$ cat src/rtl/mem_access_ctrl.sv
// -----------------------------------------------------------------------------
// mem_access_ctrl
//   Load/store initiator sitting between the pipeline MEM stage and a data RAM
//   with one read port and one write port. It takes one request at a time over
//   a valid/ready handshake.
//
//   - Word stores are written straight through.
//   - Byte and half stores read the containing word, merge the new lane in,
//     and then write the whole word back.
//   - Loads return sign- or zero-extended data with a one-cycle response pulse.
//   - Misaligned or illegal-size requests are answered with rsp_err_o and never
//     touch the RAM.
//
// Ports
//   clk_100MHz, arst                  clock (rising edge); async active-high reset
//   req_valid_i / req_ready_o         request handshake
//   req_we_i                          request type: 1 store, 0 load
//   req_size_i                        access size: 00 byte, 01 half, 10 word, 11 illegal
//   req_unsigned_i                    load extension: 1 zero, 0 sign
//   req_addr_i                        byte address
//   req_wdata_i                       right-aligned store data
//   rsp_valid_o, rsp_rdata_o,         completion pulse, load data and
//   rsp_err_o                         error flag
//   r_ena_o, r_addr_o, r_data_i       RAM read port (combinational read data)
//   w_ena_o, w_addr_o, w_data_o       RAM write port (commits on the next clock edge)
// -----------------------------------------------------------------------------
module mem_access_ctrl #(
    parameter int          ADDR_W    = 32,
    parameter logic [31:0] GUARD_XOR = 32'h4
) (
    input  logic              clk_100MHz,
    input  logic              arst,
    input  logic              req_valid_i,
    output logic              req_ready_o,
    input  logic              req_we_i,
    input  logic [1:0]        req_size_i,
    input  logic              req_unsigned_i,
    input  logic [ADDR_W-1:0] req_addr_i,
    input  logic [31:0]       req_wdata_i,
    output logic              rsp_valid_o,
    output logic [31:0]       rsp_rdata_o,
    output logic              rsp_err_o,
    output logic              r_ena_o,
    output logic [ADDR_W-1:0] r_addr_o,
    input  logic [31:0]       r_data_i,
    output logic              w_ena_o,
    output logic [ADDR_W-1:0] w_addr_o,
    output logic [31:0]       w_data_o
);

    typedef enum logic [2:0] {
        S_IDLE,
        S_RD,
        S_RMW_RD,
        S_WR,
        S_RESP
    } state_t;

    state_t            state;
    logic              we_q;
    logic [1:0]        size_q;
    logic              uns_q;
    logic [ADDR_W-1:0] addr_q;
    logic [31:0]       word_q;   // store data at accept, merged word after RMW_RD
    logic [31:0]       rdata_q;
    logic              err_q;

    logic              acc_err;
    logic [ADDR_W-1:0] addr_aligned;

    // Extract and extend the addressed lane of a read word.
    function automatic logic [31:0] fmt_load(input logic [31:0] rd,
                                             input logic [1:0]  size,
                                             input logic        uns,
                                             input logic [1:0]  a);
        logic [7:0]  b;
        logic [15:0] h;
        logic [31:0] res;
        b = rd[{a, 3'b000} +: 8];
        h = rd[{a[1], 4'b0000} +: 16];
        case (size)
            2'b00:   res = {{24{~uns & b[7]}}, b};
            2'b01:   res = {{16{~uns & h[15]}}, h};
            default: res = rd;
        endcase
        return res;
    endfunction

    // Replace the addressed byte/half lane of a read word with the store data.
    function automatic logic [31:0] merge_store(input logic [31:0] rd,
                                                input logic [31:0] wd,
                                                input logic [1:0]  size,
                                                input logic [1:0]  a);
        logic [31:0] m;
        m = rd;
        case (size)
            2'b00:   m[{a, 3'b000} +: 8]     = wd[7:0];
            2'b01:   m[{a[1], 4'b0000} +: 16] = wd[15:0];
            default: m = wd;
        endcase
        return m;
    endfunction

    assign acc_err = (req_size_i == 2'b11)
                   | ((req_size_i == 2'b01) & req_addr_i[0])
                   | ((req_size_i == 2'b10) & (req_addr_i[1:0] != 2'b00));

    assign addr_aligned = {addr_q[ADDR_W-1:2], 2'b00};

    always_ff @(posedge clk_100MHz or posedge arst) begin
        if (arst) begin
            state   <= S_IDLE;
            we_q    <= 1'b0;
            size_q  <= 2'b00;
            uns_q   <= 1'b0;
            addr_q  <= '0;
            word_q  <= '0;
            rdata_q <= '0;
            err_q   <= 1'b0;
        end else begin
            case (state)
                S_IDLE: begin
                    if (req_valid_i) begin
                        we_q    <= req_we_i;
                        size_q  <= req_size_i;
                        uns_q   <= req_unsigned_i;
                        addr_q  <= req_addr_i;
                        word_q  <= req_wdata_i;
                        rdata_q <= '0;
                        err_q   <= acc_err;
                        if (acc_err)
                            state <= S_RESP;
                        else if (!req_we_i)
                            state <= S_RD;
                        else if (req_size_i == 2'b10)
                            state <= S_WR;
                        else
                            state <= S_RMW_RD;
                    end
                end
                S_RD: begin
                    rdata_q <= fmt_load(r_data_i, size_q, uns_q, addr_q[1:0]);
                    state   <= S_RESP;
                end
                S_RMW_RD: begin
                    word_q <= merge_store(r_data_i, word_q, size_q, addr_q[1:0]);
                    state  <= S_WR;
                end
                S_WR: begin
                    state <= S_RESP;
                end
                S_RESP: begin
                    state <= S_IDLE;
                end
                default: begin
                    state <= S_IDLE;
                end
            endcase
        end
    end

    // Outputs decode from state; every one of them is forced low while arst is
    // asserted, so the RAM sees no activity during reset.
    always_comb begin
        req_ready_o = ~arst & (state == S_IDLE);
        r_ena_o     = ~arst & ((state == S_RD) | (state == S_RMW_RD));
        w_ena_o     = ~arst & (state == S_WR);
        rsp_valid_o = ~arst & (state == S_RESP);
        r_addr_o    = arst ? '0 : addr_aligned;
        // The RAM forwards w_data whenever the two addresses match, even with
        // the write disabled, so an idle write address is pushed to another word.
        if (arst)
            w_addr_o = '0;
        else if (state == S_WR)
            w_addr_o = addr_aligned;
        else
            w_addr_o = addr_aligned ^ GUARD_XOR[ADDR_W-1:0];
        w_data_o    = (~arst & (state == S_WR)) ? word_q : 32'h0;
        rsp_err_o   = ~arst & (state == S_RESP) & err_q;
        rsp_rdata_o = (~arst & (state == S_RESP) & ~we_q & ~err_q) ? rdata_q : 32'h0;
    end

endmodule
$ cat config.mk
export PLATFORM = sky130hd
export DESIGN_NAME = mem_access_ctrl
export DESIGN_NICKNAME = d
export VERILOG_FILES = /design/src/rtl/mem_access_ctrl.sv
export SDC_FILE = /design/constraint.sdc
export NUM_CORES = 1
export LEC_CHECK = 0
export ABC_AREA = 1
export BUFFER_PORTS_ARGS = -buffer_cell sky130_fd_sc_hd__buf_4
export CAP_MARGIN = 10
export CORE_UTILIZATION = 48
export CTS_BUF_LIST = sky130_fd_sc_hd__clkbuf_8
export DETAILED_ROUTE_END_ITERATION = 7
export PLACE_DENSITY = 0.88
export SYNTH_ARGS = -nofsm -noshare
export SYNTH_HDL_FRONTEND = slang
export SYNTH_SLANG_ARGS = --single-unit
$ cat constraint.sdc
create_clock -name clk_100MHz -period 3.6 [get_ports clk_100MHz]
set_input_delay 0.36 -clock clk_100MHz [delete_from_list [all_inputs] [get_ports clk_100MHz]]
set_output_delay 0.36 -clock clk_100MHz [all_outputs]
set_load 0.01 [all_outputs]
==> results.py, run 1 <==
metrics = {
    "status": {
        "status": "completed",
    },
    "sta": {
        "slew_headroom_pct": 35.57,
        "setup_viol": 0,
        "final.period_utilization_pct": 75.53,
        "slew_violations": 0,
        "min_period_ns": 2.719,
        "tns_ns": 0,
        "tightestPinTransition_ns": 0.9641,
        "final_hold_viol_count": 0,
        "finClkSkew_ns": 0.008320,
        "fmax_ghz": 0.3678,
        "rsz0062_at_grt": "false",
    },
    "routing": {
        "drtPass1Iterations": 5,
        "ant_nets": 0,
        "wl_um": 21240,
        "post_drt_wl_per_cell_um": 15.03,
        "drc": 0,
        "via_count": 7180,
        "drt-initial-drc-count": 538,
        "vias_per_cell": 5.081,
    },
    "job": {
        "drv_cap": 0,
    },
    "clocking": {
        "postCtsSetupRepairBufs": 0,
        "cts.sinks": 104,
        "clk_pin_slew_ns": 0.10,
        "cts.htree.levels": 3,
        "clockBufferDepth": 2,
        "cts_made_buffers": 9,
        "insertion_delay_ns": 0.39,
        "cts_tree": "done",
        "cts_resized": 0,
        "ctsHoldBuffers": 0,
        "root_buffer": "clkbuf_8",
    },
    "floorplan": {
        "start_util_pct": 49.69,
        "rows": 43,
        "fp.dieArea_sq_um": 14970,
        "fp.coreArea_sq_um": 13990,
        "die_w_um": 122.3,
        "pin_count": 236,
        "die_h_um": 122.3,
    },
    "synthesis": {
        "synth.distinct_cells": 36,
        "yosys_warnings": 0,
        "synth_edf_count": 0,
        "yosysSeqAreaShare_pct": 37.44,
        "syn-mean-instance-area_sq_um": 6.526,
        "synth-seq-cells": 104,
        "syn_inst": 1065,
        "synthArstFlopShare_pct": 100.0,
        "syn_area_sq_um": 6950,
        "synth_top_flop_cell": "dfrtp_1",
    },
    "final_layout": {
        "n_antenna_cell": 0,
        "layout-drive-gt1-share_pct": 23.11,
        "syn2layout_area_growth_pct": 23.85,
        "postLayoutCellArea_sq_um": 8608,
        "finalNetCount": 1336,
    },
    "place": {
        "portBuffers": 231,
        "gp_congestion": 0.9719,
        "placed_area_sq_um": 8444,
        "dp_hpwl_um": 16330,
    },
    "setup_path": {
        "worstSetupPathType": "reg2out",
        "reg2regPathDepth": 8,
        "crit_end": "rsp_rdata_o[2]",
        "worstReg2RegStart": "size_q[1]$_DFFE_PP0P_",
        "reg2reg_to": "word_q[3]$_DFFE_PP0P_",
        "startpoint": "state[1]$_DFFE_PP0N_",
        "ff2ff_setup_slack_ns": 1.13,
        "end_kind": "primary output",
        "start_kind": "flop",
        "required_ns": 3.24,
        "worstPathMaxFanout": 32,
        "arrival_ns": 2.36,
    },
    "global_route": {
        "grt_pass1_wl_um": 32530,
        "grt_pass1_vias": 6360,
        "gr-total-overflow": 0,
        "grt_max_degree": 75,
        "grtUsageTotal_pct": 28.58,
        "antenna_found_initial": 0,
    },
    "worst_hold_path": {
        "hold_start": "req_addr_i[21]",
        "min_path_type": "in2reg",
    },
    "pwr": {
        "cellPowerDensity_nw_per_um2": 668.2,
        "p_leak_nw": 4.643,
        "p_total_w": 0.005752,
        "peakVddDrop_mv": 0.3613,
    },
}
==> flip-flops by register name (all words and copies together) (netlist names) <==
signal   count
err_q        1
we_q         1
state        3
word_q      32
uns_q        1
size_q       2
rdata_q     32
addr_q      32
==> worst min-delay path by stage <==
| stage | to | cells past startpoint |
|---|---|---|
| final | addr_q[21]$_DFFE_PP0P_ | 3 |
| after floorplan | word_q[27]$_DFFE_PP0P_ | 2 |
| after CTS | addr_q[21]$_DFFE_PP0P_ | 3 |
| after global routing | addr_q[27]$_DFFE_PP0P_ | 3 |
| after global placement | word_q[9]$_DFFE_PP0P_ | 2 |
| after detailed placement | rdata_q[24]$_DFFE_PP0P_ | 2 |
==> through the flow <==
| step | setup WS, ns | utilization, % | std cells | hold slack (ns) |
|---|---|---|---|---|
| finish | 0.8811 | 61.54 | 1413 | 0.1734 |
| global route | 0.6350 | 61.54 | 1413 | 0.1668 |
| CTS | 0.8363 | 61.54 | 1413 | 0.1565 |
| detailed placement | 1.183 | 60.37 | 1397 | 0.4660 |
| global placement | 1.267 | 60.37 | 1397 | 0.4649 |
| floorplan | 0.5880 | - | 1068 | 0.4488 |
==> synth_stat cells (2+ instances only) <==
| cell | n | area share, % |
|---|---|---|
| inv_2 | 2 | 0.11 |
| ha_1 | 5 | 0.90 |
| nand2_2 | 6 | 0.54 |
| dfrtp_1 | 104 | 37 |
| buf_4 | 36 | 3.9 |
| o22ai_1 | 11 | 0.99 |
| buf_2 | 17 | 1.2 |
| o21ai_2 | 7 | 0.88 |
| clkbuf_1 | 29 | 1.6 |
| nand4_1 | 5 | 0.45 |
| inv_1 | 160 | 8.6 |
| nand2_1 | 302 | 16 |
| nand3_1 | 54 | 3.9 |
| o21ai_0 | 120 | 8.6 |
| nand2_4 | 3 | 0.49 |
| nor2_2 | 2 | 0.18 |
| o21ai_1 | 2 | 0.14 |
| nor2_4 | 6 | 0.97 |
| buf_6 | 3 | 0.49 |
| inv_4 | 3 | 0.27 |
| nand3b_1 | 3 | 0.32 |
| a21oi_1 | 35 | 2.5 |
| nor2_1 | 137 | 7.4 |
==> report_power, final <==
| group | switching, W | leakage (nW) | total (W) | internal [W] |
|---|---|---|---|---|
| Combinational | 0.00201 | 3.24 | 0.00305 | 0.00104 |
| Sequential | 0.000345 | 1.31 | 0.00203 | 0.00169 |
| Clock | 0.000423 | 0.0899 | 0.000669 | 0.000246 |
| Total | 0.00278 | 4.64 | 0.00575 | 0.00297 |
==> worst max-delay path: stages (launching register included) <==
cell and delay (ns):
dfrtp_1 0.52, nor4_4 0.37, nand2_1 0.61, nor2_1 0.30
buf_4 0.17
==> kinds of logic after synthesis <==
logic type / Yosys count / synth area share [%]
AOI/OAI and AO/OA: 179 / 13.61
adders and majority gates: 5 / 0.9001
buffers and inverters: 253 / 16.53
and+or+nand+nor: 523 / 31.47
DFF: 104 / 37.44
other: 1 / 0.05395
==> layer usage <==
metal	up-vias	share of wire, %	global-route usage, %
met3	29	8.2	4.693
li1	3550	-	-
met2	327	47	46.66
met1	3274	42	37.70
met5	-	0	0
met4	0	2.8	11.51
==> layout by cell type, fill, tap and decap left out <==
cell type | synthesis | routed
nand3b_1 | 3 | 3
inv_1 | 160 | 160
clkinv_1 | 1 | 1
clkinv_4 | 0 | 1
dfrtp_1 | 104 | 104
o211ai_1 | 1 | 1
ha_1 | 5 | 5
clkinv_2 | 0 | 4
nor2_4 | 6 | 6
a21oi_1 | 35 | 35
o21a_1 | 1 | 1
o21ai_1 | 2 | 2
a21boi_0 | 1 | 1
nor4_4 | 1 | 1
inv_4 | 3 | 3
o21bai_1 | 1 | 1
nor2_2 | 2 | 2
clkbuf_8 | 0 | 9
nor2_1 | 137 | 137
o21ai_2 | 7 | 7
nand3_2 | 1 | 1
o22ai_1 | 11 | 11
nand4_1 | 5 | 5
nand3_1 | 54 | 54
clkinvlp_4 | 0 | 2
inv_2 | 2 | 2
nand2_1 | 302 | 302
conb_1 | 1 | 4
and2_1 | 1 | 1
nor2_8 | 1 | 1
nand2_4 | 3 | 3
or2_2 | 1 | 1
o21ai_0 | 120 | 120
buf_4 | 36 | 236
nand2_2 | 6 | 6
==> area by class of cell <==
class | count | area, sq um
Clock buffer | 9 | 123.9
Tap cell | 180 | 225.2
Multi-Input combinational cell | 711 | 3211
Fill cell | 1336 | 5380
Sequential cell | 104 | 2603
Clock inverter | 7 | 40.04
Inverter | 166 | 634.4
Timing Repair Buffer | 236 | 1772
Power figures use the tool's default switching activity.
==> run 2, diff against run 1 <==
Settings changed: CORE_UTILIZATION 48 to 53, PLACE_DENSITY 0.88 to 0.92.
Clock period 3.6 ns to 2.75 ns, I/O delays scaled along.
==> run 2 against run 1 <==
Worst setup slack got worse by 0.40 ns. Via count rose by 1.6%. Core utilization rose by 7.2 points. Register-to-register slack got worse by 0.32 ns. Clock power rose by 63%. Cell area rose by 1.6%. Sequential power rose by 28%. Count of clock-buffer cells in the layout rose by 1. Largest cell class unchanged. Highest routed layer unchanged.
==> results.py, run 2 (synthesized netlist as in run 1, its figures left out) <==
metrics = {
    "global_route": {
        "grt_pass1_vias": 6472,
        "grt_pass1_wl_um": 32720,
        "grtUsageMet1_pct": 41.20,
        "gr-total-overflow": 0,
        "grtUsageTotal_pct": 31.88,
        "grt_max_degree": 105,
        "antenna_found_initial": 0,
        "gr-max-usage-layer": "met2",
        "grt_use_met3_pct": 5.968,
        "use_met2_pct": 51.87,
    },
    "pwr": {
        "clockPowerShare_pct": 13.9,
        "cellPowerDensity_nw_per_um2": 895.4,
        "switchingPower_w": 0.003659,
        "p_sw_share_pct": 46.74,
        "p_comb_share_pct": 53.1,
        "p_total_w": 0.007828,
        "peakVddDrop_mv": 0.5377,
        "pwr-share-seq_pct": 33.0,
        "p_leak_nw": 4.724,
        "p_int_w": 0.004169,
    },
    "routing": {
        "drtPass1Iterations": 5,
        "via_count": 7297,
        "drc": 0,
        "post_drt_wl_per_cell_um": 15.03,
        "wl_um": 21270,
        "vias_per_cell": 5.157,
        "drt-initial-drc-count": 624,
        "ant_nets": 0,
    },
    "worst_hold_path": {
        "hold_start": "req_addr_i[22]",
        "hold_end": "addr_q[22]$_DFFE_PP0P_",
        "whs_path_depth": 3,
        "min_path_type": "in2reg",
    },
    "setup_path": {
        "worstPathMaxFanout": 32,
        "ff2ff_setup_slack_ns": 0.81,
        "start_kind": "flop",
        "arrival_ns": 1.99,
        "worstSetupPathType": "reg2out",
        "end_kind": "primary output",
        "reg2regPathDepth": 8,
        "required_ns": 2.48,
        "reg2reg_to": "word_q[2]$_DFFE_PP0P_",
        "worstReg2RegStart": "size_q[1]$_DFFE_PP0P_",
    },
    "final_layout": {
        "layout.cells.non_filler": 1415,
        "layout-drive-gt1-share_pct": 23.73,
        "postLayoutCellArea_sq_um": 8742,
        "final_cell_mix": "nand2_1 (302), buf_4 (245), inv_1 (160)",
        "final_common_cell": "nand2_1",
        "fillers": 1149,
        "syn2layout_area_growth_pct": 25.78,
        "multi_input_area_sq_um": 3211,
        "n_antenna_cell": 0,
        "register_area_sq_um": 2603,
        "finalNetCount": 1346,
        "largestRegisters": "addr_q (32), rdata_q (32), word_q (32)",
    },
    "clocking": {
        "cts.sinks": 104,
        "clockBufferDepth": 2,
        "cts_resized": 0,
        "cts_made_buffers": 9,
        "postCtsSetupRepairBufs": 0,
        "clk_pin_slew_ns": 0.10,
        "insertion_delay_ns": 0.38,
        "ctsHoldBuffers": 0,
        "cts_tree": "done",
        "root_buffer": "clkbuf_8",
        "cts.htree.levels": 3,
    },
    "floorplan": {
        "rows": 41,
        "pin_count": 236,
        "die_h_um": 116.5,
        "start_util_pct": 54.63,
        "die_w_um": 116.5,
        "fp.dieArea_sq_um": 13580,
        "fp.coreArea_sq_um": 12720,
    },
    "sta": {
        "rsz0062_at_grt": "false",
        "slew_headroom_pct": 62.22,
        "setup_viol": 0,
        "min_period_ns": 2.268,
        "tightestPinTransition_ns": 0.5667,
        "final.period_utilization_pct": 82.49,
        "tns_ns": 0,
        "final_hold_viol_count": 0,
        "fmax_ghz": 0.4408,
        "finClkSkew_ns": 0.006754,
        "finalWorstSetupSlack_ns": 0.4816,
        "slew_violations": 0,
    },
    "status": {
        "status": "completed",
    },
    "place": {
        "portBuffers": 231,
        "placed_area_sq_um": 8522,
        "placed_cells_incl_taps": 1399,
        "pre_cts_ws_ns": 0.8344,
        "gp_congestion": 1.004,
        "dp_hpwl_um": 16180,
    },
    "job": {
        "drv_cap": 0,
    },
}
==> run 2: final cells by class <==
type / instances / share of cell area, %
Timing Repair Buffer: 246 / 21.27
Sequential cell: 104 / 29.77
Multi-Input combinational cell: 711 / 36.73
Clock buffer: 10 / 1.574
Inverter: 166 / 7.256
Clock inverter: 6 / 0.9446
Tap cell: 172 / 2.462
==> run 2: critical path: stages, from the launching register on <==
cell and delay [ns]:
dfrtp_1 0.55, inv_1 0.17, nor2_1 0.12, inv_1 0.08, nor2_1 0.13, inv_1 0.05, buf_4 0.22, nor2_1 0.14
buf_4 0.13
==> run 2: how the worst max path moves through the flow <==
stage,startpoint,slack [ns],cells past startpoint,end
2_1_floorplan,arst,0.11,4,w_addr_o[2]
3_3_place_gp,size_q[1]$_DFFE_PP0P_,0.91,8,word_q[15]$_DFFE_PP0P_
3_5_place_dp,state[1]$_DFFE_PP0N_,0.83,8,word_q[22]$_DFFE_PP0P_
4_1_cts,state[1]$_DFFE_PP0N_,0.45,8,w_data_o[0]
5_1_grt,state[1]$_DFFE_PP0N_,0.25,8,w_data_o[0]
6_report,state[1]$_DFFE_PP0N_,0.48,8,w_data_o[0]
==> run 2: per-layer routing <==
layer  up-vias  wire length (um)
met1      3342              8823
met4         0               687
met3        39              1663
met5         -                 0
li1       3579                 -
met2       337             10090
==> run 2: power groups by stage <==
stage	clock network (W)	registers [W]	logic, W
floorplan	0	0.00249	0.00311
global placement	0	0.00259	0.00404
detailed placement	0	0.00261	0.00411
CTS	0.00110	0.00258	0.00413
global route	0.00116	0.00266	0.00468
finish	0.00109	0.00259	0.00416
==> run 2: per-stage QoR <==
stage,hold slack (ns),util [%]
3_5_place_dp,0.4665,66.98
5_1_grt,0.08281,68.72
4_1_cts,0.07331,68.72
3_3_place_gp,0.4630,66.98
2_1_floorplan,0.3846,-
6_report,0.08545,68.72
